File: config.mk
export PLATFORM = sky130hd
export DESIGN_NAME = alu_pipe
export DESIGN_NICKNAME = d
export VERILOG_FILES = /design/src/rtl/alu_pipe.sv
export SDC_FILE = /design/constraint.sdc
export NUM_CORES = 1
export LEC_CHECK = 0
export BUFFER_PORTS_ARGS = -buffer_cell sky130_fd_sc_hd__buf_2
export CORE_MARGIN = 2
export CORE_UTILIZATION = 35
export DETAILED_ROUTE_END_ITERATION = 10
export PLACE_DENSITY = 0.55
export REMOVE_ABC_BUFFERS = 1
export SKIP_LAST_GASP = 1
export SYNTH_ARGS = -nofsm -noshare
export SYNTH_HDL_FRONTEND = slang
export SYNTH_SLANG_ARGS = --single-unit
File: constraint.sdc
create_clock -name clk -period 6.7 [get_ports clk]
set_input_delay 1.34 -clock clk [delete_from_list [all_inputs] [get_ports clk]]
set_output_delay 1.34 -clock clk [all_outputs]
set_load 0.03 [all_outputs]
File: src/rtl/alu_pipe.sv
// alu_pipe: pipelined 16-op arithmetic/logic/shift unit with Z/N/C/V flags,
// valid/ready handshakes on both sides and an internal accumulator that can
// stand in for operand A so operations can be chained.
//
// Ports
//   clk        in   clock, all state on rising edge
//   rst_n      in   synchronous reset, active low
//   in_valid   in   operand/op bundle valid
//   in_ready   out  bundle can be accepted this cycle (combinational on use_acc)
//   op         in   operation code (see op_e)
//   a, b       in   operands, WIDTH bits
//   use_acc    in   accumulator replaces a for this bundle
//   acc_clr    in   synchronous accumulator clear, wins over an update
//   out_valid  out  result valid
//   out_ready  in   downstream accepts result
//   y          out  result, WIDTH bits
//   flags      out  {Z,N,C,V} for y
//   bad_op     out  result came from reserved op 4'hF
//
// LATENCY=1 computes straight from the input bundle; LATENCY=2 adds an
// operand register stage in front of the compute/output stage.
module alu_pipe #(
    parameter int unsigned WIDTH   = 32,
    parameter int unsigned LATENCY = 1
) (
    input  logic             clk,
    input  logic             rst_n,
    input  logic             in_valid,
    output logic             in_ready,
    input  logic [3:0]       op,
    input  logic [WIDTH-1:0] a,
    input  logic [WIDTH-1:0] b,
    input  logic             use_acc,
    input  logic             acc_clr,
    output logic             out_valid,
    input  logic             out_ready,
    output logic [WIDTH-1:0] y,
    output logic [3:0]       flags,
    output logic             bad_op
);

    typedef enum logic [3:0] {
        OP_PASS_A = 4'h0,
        OP_INC    = 4'h1,
        OP_ADD    = 4'h2,
        OP_ADDC   = 4'h3,
        OP_ADDNB  = 4'h4,
        OP_SUB    = 4'h5,
        OP_DEC    = 4'h6,
        OP_PASS_B = 4'h7,
        OP_AND    = 4'h8,
        OP_OR     = 4'h9,
        OP_XOR    = 4'hA,
        OP_NOTA   = 4'hB,
        OP_SHL    = 4'hC,
        OP_SHR    = 4'hD,
        OP_ZERO   = 4'hE,
        OP_BAD    = 4'hF
    } op_e;

    // Output stage and accumulator state
    logic             out_valid_q, out_valid_d;
    logic [WIDTH-1:0] y_q, y_d;
    logic [3:0]       flags_q, flags_d;
    logic             bad_q, bad_d;
    logic [WIDTH-1:0] acc_q, acc_d;

    logic             stall;
    logic             hazard;
    logic             accept;
    logic [WIDTH-1:0] op_a;

    // Bundle presented to the compute stage
    logic             ex_valid;
    op_e              ex_op;
    logic [WIDTH-1:0] ex_a;
    logic [WIDTH-1:0] ex_b;

    // Compute results
    logic [WIDTH-1:0] res_y;
    logic [3:0]       res_flags;
    logic             res_bad;

    assign stall    = out_valid_q & ~out_ready;
    assign in_ready = rst_n & ~stall & ~hazard;
    assign accept   = in_valid & in_ready;
    assign op_a     = use_acc ? acc_q : a;

    if (LATENCY == 2) begin : g_lat2
        logic             s1_valid_q;
        op_e              s1_op_q;
        logic [WIDTH-1:0] s1_a_q;
        logic [WIDTH-1:0] s1_b_q;

        // A result still in stage 1 has not reached acc yet, so an
        // accumulator-sourced bundle must wait one cycle.
        assign hazard = use_acc & s1_valid_q;

        always_ff @(posedge clk) begin
            if (!rst_n) begin
                s1_valid_q <= 1'b0;
                s1_op_q    <= OP_PASS_A;
                s1_a_q     <= '0;
                s1_b_q     <= '0;
            end else if (!stall) begin
                s1_valid_q <= accept;
                if (accept) begin
                    s1_op_q <= op_e'(op);
                    s1_a_q  <= op_a;
                    s1_b_q  <= b;
                end
            end
        end

        assign ex_valid = s1_valid_q;
        assign ex_op    = s1_op_q;
        assign ex_a     = s1_a_q;
        assign ex_b     = s1_b_q;
    end else begin : g_lat1
        assign hazard   = 1'b0;
        assign ex_valid = accept;
        assign ex_op    = op_e'(op);
        assign ex_a     = op_a;
        assign ex_b     = b;
    end

    // Arithmetic/logic core
    always_comb begin
        logic [WIDTH:0]   sum;
        logic [WIDTH-1:0] addend;
        logic             cin;
        logic             c;
        logic             v;

        addend = '0;
        cin    = 1'b0;
        case (ex_op)
            OP_INC:   cin = 1'b1;
            OP_ADD:   addend = ex_b;
            OP_ADDC:  begin addend = ex_b;  cin = 1'b1; end
            OP_ADDNB: addend = ~ex_b;
            OP_SUB:   begin addend = ~ex_b; cin = 1'b1; end
            OP_DEC:   addend = '1;
            default:  ;
        endcase
        sum = {1'b0, ex_a} + {1'b0, addend} + {{WIDTH{1'b0}}, cin};

        res_y   = '0;
        c       = 1'b0;
        v       = 1'b0;
        res_bad = 1'b0;
        case (ex_op)
            OP_PASS_A: res_y = ex_a;
            OP_INC, OP_ADD, OP_ADDC, OP_ADDNB, OP_SUB, OP_DEC: begin
                res_y = sum[WIDTH-1:0];
                c     = sum[WIDTH];
                v     = (ex_a[WIDTH-1] == addend[WIDTH-1]) &
                        (sum[WIDTH-1] != ex_a[WIDTH-1]);
            end
            OP_PASS_B: res_y = ex_b;
            OP_AND:    res_y = ex_a & ex_b;
            OP_OR:     res_y = ex_a | ex_b;
            OP_XOR:    res_y = ex_a ^ ex_b;
            OP_NOTA:   res_y = ~ex_a;
            OP_SHL: begin
                res_y = {ex_a[WIDTH-2:0], 1'b0};
                c     = ex_a[WIDTH-1];
            end
            OP_SHR: begin
                res_y = {1'b0, ex_a[WIDTH-1:1]};
                c     = ex_a[0];
            end
            OP_ZERO:   res_y = '0;
            OP_BAD:    res_bad = 1'b1;
        endcase
        res_flags = {(res_y == '0), res_y[WIDTH-1], c, v};
    end

    // Output register next state; acc follows every result written here
    always_comb begin
        out_valid_d = out_valid_q;
        y_d         = y_q;
        flags_d     = flags_q;
        bad_d       = bad_q;
        acc_d       = acc_q;
        if (!stall) begin
            out_valid_d = ex_valid;
            if (ex_valid) begin
                y_d     = res_y;
                flags_d = res_flags;
                bad_d   = res_bad;
                acc_d   = res_y;
            end
        end
        if (acc_clr) begin
            acc_d = '0;
        end
    end

    always_ff @(posedge clk) begin
        if (!rst_n) begin
            out_valid_q <= 1'b0;
            y_q         <= '0;
            flags_q     <= '0;
            bad_q       <= 1'b0;
            acc_q       <= '0;
        end else begin
            out_valid_q <= out_valid_d;
            y_q         <= y_d;
            flags_q     <= flags_d;
            bad_q       <= bad_d;
            acc_q       <= acc_d;
        end
    end

    assign out_valid = out_valid_q;
    assign y         = y_q;
    assign flags     = flags_q;
    assign bad_op    = bad_q;

endmodule

======== Yosys cells after proc, flatten, opt, wreduce, memory -nomap -nowiden ========
Index checks and enable logic that the tools add are counted.
storage, ports and cells
  register bits ........................... 70
  word-level logic and storage cells ...... 50
  output and inout port bits .............. 39
  bits of input ports ..................... 74
operators by class
  reduce and logical (&&, ||, !) cells .... 8
  multiplexer cells ....................... 7
  equal/unequal tests ..................... 16
  bitwise operators ....................... 12
  add/subtract/negate cells ............... 2
operators with widths
  operator              number
  $pmux W32 S9          1
  $pmux W32 S3          1
  $not A32 Y32          2
  $add A32 B32 Y33      1
  $add A33 B1 Y33       1
  $and A32 B32 Y32      1
  $logic_not A32 Y1     1
  $mux W32              1
  $or A32 B32 Y32       1
  $xor A32 B32 Y32      1
  $eq A4 B4 Y1 const B  7
  $eq A4 B3 Y1 const B  4
  $eq A4 B2 Y1 const B  2
  $reduce_or A2 Y1      3
  $reduce_or A6 Y1      1
  $and A1 B1 Y1         4
  $eq A4 B1 Y1 const B  1
  $logic_not A4 Y1      1
  $mux W1               3
  $not A1 Y1            3
  $pmux W1 S3           1
  $reduce_or A3 Y1      1
  $reduce_and A2 Y1     1
  $eq A1 B1 Y1          1
  $ne A1 B1 Y1          1

======== Depth between registers and ports, before layout ========
Gate-level depths: netlist (run 1).
  word-level depth ........................ 8
  depth in mapped cells ................... 18
  depth with buffers taken out ............ 15

======== Least setup slack after synthesis (run 1) ========
OpenSTA, ideal clock, no wires.
  path type ............................... in2reg
  start point ............................. input port op[1]
  end point ............................... register flags_q[3], in the netlist flags[3]
  buffers on the path ..................... 3
  data arrival time ....................... 5.580 ns
  cell stages on the path ................. 17
  library setup time ...................... 0.096 ns
  path slack .............................. 1.024 ns
  path through ............................ buf_2 -> buf_1 -> nand2b_1 -> clkbuf_1 -> o211ai_1 -> fa_1 -> fa_1 -> a211oi_4 -> o21ai_2 -> a21boi_2 -> xnor2_1 -> a2111oi_1 -> and4_1 -> and4_1 -> and4_1 -> nand4_1 -> o41ai_2
on the way
  longest elaborated chain between the ends .. 7
  elaborated cells on any way between the ends .. 24
RTL lines
  element                                       line      RTL
  start: declaration                            30        input logic [3:0] op,
  $eq A4 B3 Y1 or $eq A4 B2 Y1 (tied branches)  137, 152
  $reduce_or A2 Y1 (no line)                    -
  $pmux W32 S3                                  137       case (ex_op)
  $add A32 B32 Y33                              146       sum = {1'b0, ex_a} + {1'b0, addend} + {{WIDTH{1'b0}}, cin};
  $add A33 B1 Y33                               146
  $pmux W32 S9 (*)                              152       case (ex_op)
  $logic_not A32 Y1 (*)                         176       res_flags = {(res_y == '0), res_y[WIDTH-1], c, v};
  end signal: assignment                        210       flags_q <= flags_d;
  end: declaration                              64        logic [3:0] flags_q, flags_d;
Mark *: on every way between the ends. The rest lies on a longest branch, timed or not.
A chain may end at the register's enable or synchronous reset.

======== Final worst setup path (run 1) ========
  start point ............................. input port use_acc
  end point ............................... register flags_q[3], in the netlist flags[3]
on the way
  longest elaborated chain between the ends .. 5
  elaborated cells on any way between the ends .. 9
RTL lines
  element                line  RTL
  start: declaration     33    input logic use_acc,
  $mux W32 (*)           87    assign op_a = use_acc ? acc_q : a;
  $add A32 B32 Y33       146
  $add A33 B1 Y33        146
  $pmux W32 S9 (*)       152
  $logic_not A32 Y1 (*)  176
Marked as above.

==> impl_results.rst, run 1 <==
.. list-table::
   :header-rows: 1

   * - Metric
     - Value
   * - Status
     - finished clean
   * - Data arrival time of the critical path
     - 5.80 ns
   * - Area leader, netlist
     - sky130_fd_sc_hd__dfxtp_1
   * - # Post-CTS Setup Buffers
     - 0
   * - Worst Hold Path Cells
     - 2
   * - CP startpoint kind
     - input pin
   * - Share of the cycle needed by the critical path after routing
     - 0.8273
   * - Estimated wirelength of the detail-placed design
     - 20.82 mm
   * - Global-route wire length before repair
     - 44.55 mm
   * - Detailed Routing Iterations Pass 1
     - 6
   * - Final wirelength
     - 28.47 mm
   * - Minimum setup slack among reg-to-reg paths
     - 2.36 ns
   * - Remaining global-route overflow
     - 0
   * - Number of buffers added by the clock tree synthesis step
     - 9
   * - Worst hold path type
     - reg2reg
   * - Cells on worst reg2reg path
     - 13
   * - Power per Cell Area
     - around 170 nW/um^2
   * - Number of endpoints with negative hold slack in the final report
     - 0
   * - Wire length per cell
     - between 20 and 25 um
   * - Total routing usage reported by global routing
     - 0.2368
   * - Number of maximum-capacitance violations
     - 0
   * - Remaining antenna violation count after routing
     - 0
   * - Count of pins on the block boundary
     - around 110
   * - CTS H-Tree Depth
     - 3
   * - Number of flip-flops and latches in the synthesized netlist
     - 69
   * - Worst slew margin
     - 0.1449
   * - Distinct cell type count of the synthesized netlist
     - 81
   * - Maximum number of buffers from clock root to sink
     - 2
   * - Period minus WS final
     - 5.543 ns
   * - Mean cell area of the mapped netlist
     - 7.641 um^2
   * - Max VDD drop
     - between 100 and 150 uV
   * - Clock tree root driver cell
     - sky130_fd_sc_hd__clkbuf_16
   * - Share of the synthesized area in the top cell type
     - 0.1764
   * - Worst setup path category
     - in2reg
   * - Initial antenna violation count
     - 1
   * - Overall die area
     - 23590 um^2
   * - Setup repair after global routing missed its margin
     - no
   * - Share of final-layout standard cells stronger than drive strength 1
     - 0.1837
   * - Post-detailed-route DRC marker count
     - 0
   * - Largest cells by area after synthesis
     - sky130_fd_sc_hd__dfxtp_1, sky130_fd_sc_hd__ha_1, sky130_fd_sc_hd__o21ai_0
   * - Clk Latency, worst-skew pair
     - 0.36 ns
   * - Syn. warnings
     - 0
   * - Weighted congestion at the end of routability-driven global placement
     - 0.9282
   * - Total core area
     - 21890 um^2
   * - Clk sinks
     - 69
   * - Clock slew at the register clock pins of the worst setup and hold paths
     - about 0.06 ns
   * - Number of global-route vias before repair
     - 7857
   * - Effective utilization at floorplan
     - 0.3578
   * - Critical hold path startpoint
     - bad_op$_SDFFE_PN0P_
   * - Share of the yosys chip area belonging to registers
     - 0.1764
   * - Worst Hold Path EP
     - bad_op$_SDFFE_PN0P_
   * - Netlist Area Pre-Place
     - 7833 um^2
   * - Share of async-settable or async-resettable flops after synthesis
     - 0
   * - Hold-fix buffers, CTS
     - 0
   * - Count of flip-flops with a built-in enable after synthesis
     - 0
   * - Final slew viol count
     - 0
   * - Antenna cell count
     - 0
   * - FF-to-FF End
     - flags[3]$_SDFFE_PN0P_
   * - Total number of vias
     - 8268
   * - PortBufs
     - around 110
   * - Sum of negative setup slack
     - 0 ns
   * - Clock tree from TritonCTS
     - built
   * - Worst flop-to-flop path startpoint
     - acc_q[0]$_SDFFE_PP0P_
   * - Post-cts repair resize count
     - 0
   * - CP Data Required Time
     - slightly below 7 ns
   * - Leakage power of the design
     - 4.090 nW
   * - Area taken by flip-flops and latches
     - 1381 um^2
   * - Maximum fanout along the worst path
     - 11
   * - Actual transition at the worst max-transition pin
     - 1.264 ns
   * - Site row count
     - 54
   * - Final setup fails
     - 0
   * - Die width
     - 153.6 um
   * - Gate count of the mapped netlist
     - 1025
   * - Dominant synthesized flop cell
     - sky130_fd_sc_hd__dfxtp_1
   * - Clk_skew
     - 0.01232 ns
   * - Initial DRC count
     - 740
   * - Fmax
     - 180.4 MHz
   * - Area of the multi-input gates
     - 5857 um^2
   * - Overall power
     - 1.528 mW
   * - Crit path capture type
     - flip-flop
   * - Nets@finish
     - 1271
   * - Die height
     - 153.6 um
   * - Area growth from synthesis to final layout
     - 14.36%
   * - Maximum number of pins on one net before global-route repair
     - 72
   * - Average vias per placed instance
     - 5.970
   * - Fillcell total
     - 2262
## synthesized netlist by cell type, drive strengths merged, types with 4 or more instances
| library cell | count |
|---|---|
| a2111oi | 4 |
| a211oi | 12 |
| a21o | 5 |
| a21oi | 97 |
| a221o | 9 |
| a221oi | 30 |
| a22oi | 7 |
| a31oi | 6 |
| and2 | 10 |
| and3 | 8 |
| and4 | 5 |
| buf | 29 |
| clkbuf | 48 |
| dfxtp | 69 |
| ha | 95 |
| inv | 74 |
| mux2 | 14 |
| mux2i | 34 |
| nand2 | 102 |
| nand2b | 7 |
| nand3 | 9 |
| nand4 | 13 |
| nor2 | 43 |
| nor2b | 5 |
| nor3 | 9 |
| o2111ai | 6 |
| o211a | 5 |
| o211ai | 48 |
| o21a | 5 |
| o21ai | 115 |
| o21bai | 6 |
| o221ai | 9 |
| o22ai | 11 |
| o31ai | 4 |
| xnor2 | 15 |
| xor2 | 13 |
## report_power, final
part	internal, mW	total, mW	switching (mW)	leakage (nW)
sequential	0.432	0.443	0.0104	0.564
clock	0.319	0.518	0.200	0.152
combinational	0.202	0.567	0.365	3.37
## worst max path at each step
stage / from / end / slack (ns) / cells after the start
6_report: use_acc / flags[3]$_SDFFE_PN0P_ / 1.16 / 14
5_1_grt: use_acc / flags[3]$_SDFFE_PN0P_ / 0.77 / 16
4_1_cts: use_acc / flags[3]$_SDFFE_PN0P_ / 1.15 / 14
3_5_place_dp: use_acc / flags[3]$_SDFFE_PN0P_ / 0.78 / 14
3_3_place_gp: use_acc / flags[3]$_SDFFE_PN0P_ / 0.80 / 14
2_1_floorplan: op[2] / flags[3]$_SDFFE_PN0P_ / 0.63 / 14
## state kept, by name (all words and copies together), names as in the netlist
register / flops
acc_q: 32
y: 31
flags: 4
bad_op: 1
out_valid: 1
## final cells by class
| cell class | count | area share |
|---|---|---|
| Timing Repair Buffer | 141 | 0.08688 |
| Clock buffer | 13 | 0.03017 |
| Tap cell | 280 | 0.03911 |
| Multi-Input combinational cell | 805 | 0.6539 |
| Sequential cell | 69 | 0.1542 |
| Inverter | 74 | 0.03101 |
| Clock inverter | 3 | 0.004749 |
## cell families (layout without fill, tap and decap cells)
kind of cell	Yosys count	in the layout	share of synthesized area
compound gates	403	403	0.3406
xor+xnor	28	28	0.03131
fa+ha+maj	97	97	0.1569
buf+inv	151	231	0.08179
flops	69	69	0.1764
mux	48	48	0.07380
simple gates	229	229	0.1393
## per-layer routing
metal,up-vias,track usage,part of all wire
li1,3960,-,-
met1,3869,0.3185,0.44
met2,367,0.3687,0.44
met3,70,0.04735,0.076
met4,2,0.1018,0.039
met5,-,0,0.00039
## placed cells by master (no fill, tap or decap), types with 5 or more instances in the layout
| cell type | netlist | routed |
|---|---|---|
| sky130_fd_sc_hd__o2111ai_1 | 6 | 6 |
| sky130_fd_sc_hd__and3_1 | 8 | 7 |
| sky130_fd_sc_hd__o211a_1 | 5 | 5 |
| sky130_fd_sc_hd__dfxtp_1 | 69 | 69 |
| sky130_fd_sc_hd__mux2_2 | 11 | 11 |
| sky130_fd_sc_hd__nand2_1 | 102 | 102 |
| sky130_fd_sc_hd__mux2i_1 | 25 | 25 |
| sky130_fd_sc_hd__clkbuf_16 | 0 | 9 |
| sky130_fd_sc_hd__inv_1 | 73 | 73 |
| sky130_fd_sc_hd__buf_4 | 4 | 29 |
| sky130_fd_sc_hd__and2_1 | 10 | 10 |
| sky130_fd_sc_hd__nand3_1 | 9 | 9 |
| sky130_fd_sc_hd__o221ai_1 | 9 | 9 |
| sky130_fd_sc_hd__o211ai_1 | 47 | 47 |
| sky130_fd_sc_hd__a22oi_1 | 7 | 7 |
| sky130_fd_sc_hd__xnor2_1 | 15 | 15 |
| sky130_fd_sc_hd__o21ai_0 | 113 | 113 |
| sky130_fd_sc_hd__nand2b_1 | 7 | 7 |
| sky130_fd_sc_hd__o22ai_1 | 11 | 11 |
| sky130_fd_sc_hd__a31oi_1 | 6 | 6 |
| sky130_fd_sc_hd__o21bai_1 | 6 | 6 |
| sky130_fd_sc_hd__a21oi_1 | 95 | 95 |
| sky130_fd_sc_hd__a211oi_1 | 9 | 8 |
| sky130_fd_sc_hd__o21a_1 | 5 | 5 |
| sky130_fd_sc_hd__nand4_1 | 13 | 13 |
| sky130_fd_sc_hd__mux2i_2 | 5 | 5 |
| sky130_fd_sc_hd__xor2_1 | 13 | 13 |
| sky130_fd_sc_hd__nor3_1 | 9 | 9 |
| sky130_fd_sc_hd__a221o_1 | 9 | 9 |
| sky130_fd_sc_hd__buf_2 | 13 | 112 |
| sky130_fd_sc_hd__ha_1 | 95 | 95 |
| sky130_fd_sc_hd__a21o_1 | 5 | 5 |
| sky130_fd_sc_hd__a221oi_1 | 29 | 29 |
| sky130_fd_sc_hd__and4_1 | 5 | 5 |
| sky130_fd_sc_hd__nor2_1 | 43 | 42 |
## critical path, cell delays in order
cell                       delay (ns)
sky130_fd_sc_hd__buf_2           0.37
sky130_fd_sc_hd__mux2_2          0.46
sky130_fd_sc_hd__fa_1            0.45
sky130_fd_sc_hd__fa_1            0.53
sky130_fd_sc_hd__a211oi_4        0.33
sky130_fd_sc_hd__o21ai_2         0.13
sky130_fd_sc_hd__a21boi_2        0.25
sky130_fd_sc_hd__o21bai_1        0.12
sky130_fd_sc_hd__xor2_1          0.16
sky130_fd_sc_hd__a221oi_1        0.64
sky130_fd_sc_hd__and4_1          0.32
sky130_fd_sc_hd__and4_1          0.19
sky130_fd_sc_hd__nand4_1         0.17
sky130_fd_sc_hd__o41ai_2         0.31
## metrics by stage
stage / worst slack [ns] / utilization / area (um^2) / cells / hold WS (ns)
floorplan: 0.6338 / - / 7470 / 948 / 0.4722
global placement: 0.7960 / 0.3949 / 8645 / 1369 / 0.4687
detailed placement: 0.7834 / 0.3949 / 8645 / 1369 / 0.4791
CTS: 1.151 / 0.4092 / 8957 / 1385 / 0.4891
global route: 0.7684 / 0.4092 / 8957 / 1385 / 0.5069
finish: 1.157 / 0.4092 / 8957 / 1385 / 0.4844
No activity file was read; power rests on OpenSTA's default activity.
==> inputs of run 2 (changes only) <==
ABC_AREA = 1   (was unset)
clock period = 5.7 ns   (was 6.7 ns; I/O delays follow)
==> impl_results.rst, run 2 <==
.. list-table::
   :header-rows: 1

   * - Metric
     - Value
   * - Design Area, Final
     - 9966 um^2
   * - Clk_skew
     - ~0.013 ns
   * - Critical hold path startpoint
     - acc_q[24]$_SDFFE_PP0P_
   * - Weighted congestion at the end of routability-driven global placement
     - about 0.95
   * - Leakage power of the design
     - 5.422 nW
   * - Most frequent cells after synthesis
     - sky130_fd_sc_hd__nand2_1, sky130_fd_sc_hd__inv_1, sky130_fd_sc_hd__nor2_1
   * - Effective utilization at floorplan
     - 0.3536
   * - Initial antenna violation count
     - 0
   * - Worst Hold Path EP
     - acc_q[24]$_SDFFE_PP0P_
   * - Worst hold path type
     - reg2reg
   * - Sum of negative setup slack
     - 0 ns
   * - Cell with the most instances after synthesis
     - sky130_fd_sc_hd__nand2_1
   * - Number of global-route vias before repair
     - about 10000
   * - # Post-CTS Setup Buffers
     - 0
   * - Total core area
     - 24960 um^2
   * - Share of the yosys chip area belonging to registers
     - 0.1565
   * - Share of final-layout standard cells stronger than drive strength 1
     - 0.1012
   * - Clk Latency, worst-skew pair
     - 0.33 ns
   * - Detailed Routing Iterations Pass 1
     - 6
   * - Clock slew at the register clock pins of the worst setup and hold paths
     - 0.06 ns
   * - Post-detailed-route DRC marker count
     - 0
   * - Antenna cell count
     - 0
   * - Worst Hold Path Cells
     - 2
   * - Maximum fanout along the worst path
     - 27
   * - Total number of vias
     - ~11000
   * - PortBufs
     - 112
   * - Share of async-settable or async-resettable flops after synthesis
     - 0
   * - Fmax
     - 225.5 MHz
   * - Fin util
     - 0.3992
   * - Largest cells by area after synthesis
     - sky130_fd_sc_hd__nand2_1, sky130_fd_sc_hd__dfxtp_1, sky130_fd_sc_hd__ha_1
   * - Area leader, netlist
     - sky130_fd_sc_hd__nand2_1
   * - Share of the synthesized area in the top cell type
     - 0.2785
   * - Wire length per cell
     - about 17 um
   * - CP Data Required Time
     - 5.97 ns
   * - Flip-flop count of the largest register, all copies and words added
     - 32
   * - Status
     - finished clean
   * - CTS H-Tree Depth
     - 3
   * - Period minus WS final
     - 4.434 ns
   * - Commonest cells after routing, fill and taps aside
     - sky130_fd_sc_hd__nand2_1, sky130_fd_sc_hd__inv_1, sky130_fd_sc_hd__nor2_1, sky130_fd_sc_hd__buf_2, sky130_fd_sc_hd__nand3_1
   * - Number of maximum-capacitance violations
     - 0
   * - Maximum number of pins on one net before global-route repair
     - 70
   * - Syn. warnings
     - 0
   * - Site row count
     - 58
   * - Clk sinks
     - just under 70
   * - Gate count of the mapped netlist
     - around 1600
   * - Worst setup margin
     - 1.266 ns
   * - Count of pins on the block boundary
     - 113
   * - Global-route wire length before repair
     - 53.30 mm
   * - Count of flip-flops with a built-in enable after synthesis
     - 0
   * - Average vias per placed instance
     - 5.216
   * - Overall die area
     - roughly 27000 um^2
   * - Number of endpoints with negative hold slack in the final report
     - 0
   * - Maximum number of buffers from clock root to sink
     - 2
   * - Initial DRC count
     - 788
   * - Dominant synthesized flop cell
     - sky130_fd_sc_hd__dfxtp_1
   * - Worst flop-to-flop path startpoint
     - acc_q[0]$_SDFFE_PP0P_
   * - Worst setup path category
     - in2reg
   * - Distinct cell type count of the synthesized netlist
     - 42
   * - Setup repair after global routing missed its margin
     - no
   * - Final wirelength
     - 34.67 mm
   * - Clock tree from TritonCTS
     - built
   * - Total routing usage reported by global routing
     - 0.2572
   * - DP Area
     - between 9000 and 10000 um^2
   * - Data arrival time of the critical path
     - ~4.7 ns
   * - Worst setup slack before clock tree synthesis
     - 0.9738 ns
   * - Number of buffers added by the clock tree synthesis step
     - 9
   * - Register with the most flip-flops
     - acc_q
   * - Minimum setup slack among reg-to-reg paths
     - 2.31 ns
   * - Power per Cell Area
     - roughly 180 nW/um^2
   * - Area growth from synthesis to final layout
     - 12.90%
   * - Hold WS
     - 0.4610 ns
   * - Die height
     - 162.8 um
   * - Hold-fix buffers, CTS
     - 0
   * - Commonest non-fill, non-tap cell in the layout
     - sky130_fd_sc_hd__nand2_1
   * - Remaining global-route overflow
     - 0
   * - Clock tree root driver cell
     - sky130_fd_sc_hd__clkbuf_16
   * - Worst slew margin
     - 0.2145
   * - Max VDD drop
     - between 100 and 150 uV
   * - CP startpoint kind
     - input pin
   * - Estimated wirelength of the detail-placed design
     - 26.72 mm
   * - Crit path capture type
     - flip-flop
   * - Actual transition at the worst max-transition pin
     - 1.178 ns
   * - Share of the cycle needed by the critical path after routing
     - 0.7779
   * - Post-cts repair resize count
     - 0
   * - Cells on worst reg2reg path
     - 16
   * - Number of flip-flops and latches in the synthesized netlist
     - 69
   * - Nets@finish
     - 1857
   * - Final slew viol count
     - 0
   * - FF-to-FF End
     - flags[3]$_SDFFE_PN0P_
   * - Remaining antenna violation count after routing
     - 0
   * - Netlist Area Pre-Place
     - 8827 um^2
   * - Final setup fails
     - 0
   * - Mean cell area of the mapped netlist
     - 5.486 um^2
   * - Die width
     - 162.8 um
==> run 2: report_power, final <==
group / total [mW] / switching (mW) / internal (mW) / leakage, nW
Combinational: 0.636 / 0.445 / 0.191 / 4.70
Sequential: 0.509 / 0.00838 / 0.500 / 0.559
Clock: 0.642 / 0.217 / 0.426 / 0.165
==> run 2: worst max-delay path by stage <==
stage	cells past startpoint	endpoint	from	slack, ns
after detailed placement	17	flags[3]$_SDFFE_PN0P_	use_acc	0.97
final	17	flags[3]$_SDFFE_PN0P_	use_acc	1.27
after floorplan	4	bad_op$_SDFFE_PN0P_	rst_n	-0.06
after global routing	20	flags[3]$_SDFFE_PN0P_	use_acc	0.93
after global placement	17	flags[3]$_SDFFE_PN0P_	use_acc	1.01
after CTS	17	flags[3]$_SDFFE_PN0P_	use_acc	1.30
==> run 2: cell families after synthesis <==
group,after synthesis,share of synthesized area
adder cells (fa/ha/maj),97,0.1392
buffers and inverters,298,0.1354
AND/OR/NAND/NOR,951,0.4398
XOR/XNOR,1,0.0009924
flip-flops,69,0.1565
AO/OA/AOI/OAI,193,0.1281
==> run 2: final cells by class <==
type | instances | area (um^2)
inverters | 241 | 907.1
flip-flops and latches | 69 | 1381
clock inverters | 6 | 112.6
well taps | 330 | 412.9
clock buffers | 9 | 225.2
repair buffers | 123 | 643.1
multi-input cells | 1242 | 6284
fillers | 2867 | 15000
==> run 2: critical path: stages <==
cell and delay (ns):
sky130_fd_sc_hd__buf_2 0.24, sky130_fd_sc_hd__inv_4 0.29, sky130_fd_sc_hd__nand2_1 0.09, sky130_fd_sc_hd__nand2_1 0.28
sky130_fd_sc_hd__inv_1 0.14, sky130_fd_sc_hd__fa_1 0.51, sky130_fd_sc_hd__fa_1 0.51, sky130_fd_sc_hd__nand3_1 0.11
sky130_fd_sc_hd__nand3_1 0.26, sky130_fd_sc_hd__or2_2 0.36, sky130_fd_sc_hd__nand3_1 0.07, sky130_fd_sc_hd__nand3_1 0.12
sky130_fd_sc_hd__nor2_1 0.14, sky130_fd_sc_hd__nand3_1 0.14, sky130_fd_sc_hd__nor2_1 0.11, sky130_fd_sc_hd__nand3_1 0.08
sky130_fd_sc_hd__a21oi_1 0.11
==> run 2: per-stage QoR <==
step | instances | power [mW]
2_1_floorplan | 1552 | 0.9204
3_3_place_gp | 2005 | 1.142
3_5_place_dp | 2005 | 1.145
4_1_cts | 2020 | 1.791
5_1_grt | 2020 | 1.896
6_report | 2020 | 1.787
==> run 2: metal layers <==
metal | wire length (um) | track usage
met1 | 14700 | 0.3226
met2 | 16170 | 0.4426
met3 | 2124 | 0.02852
met4 | 1674 | 0.1163
met5 | 0 | 0
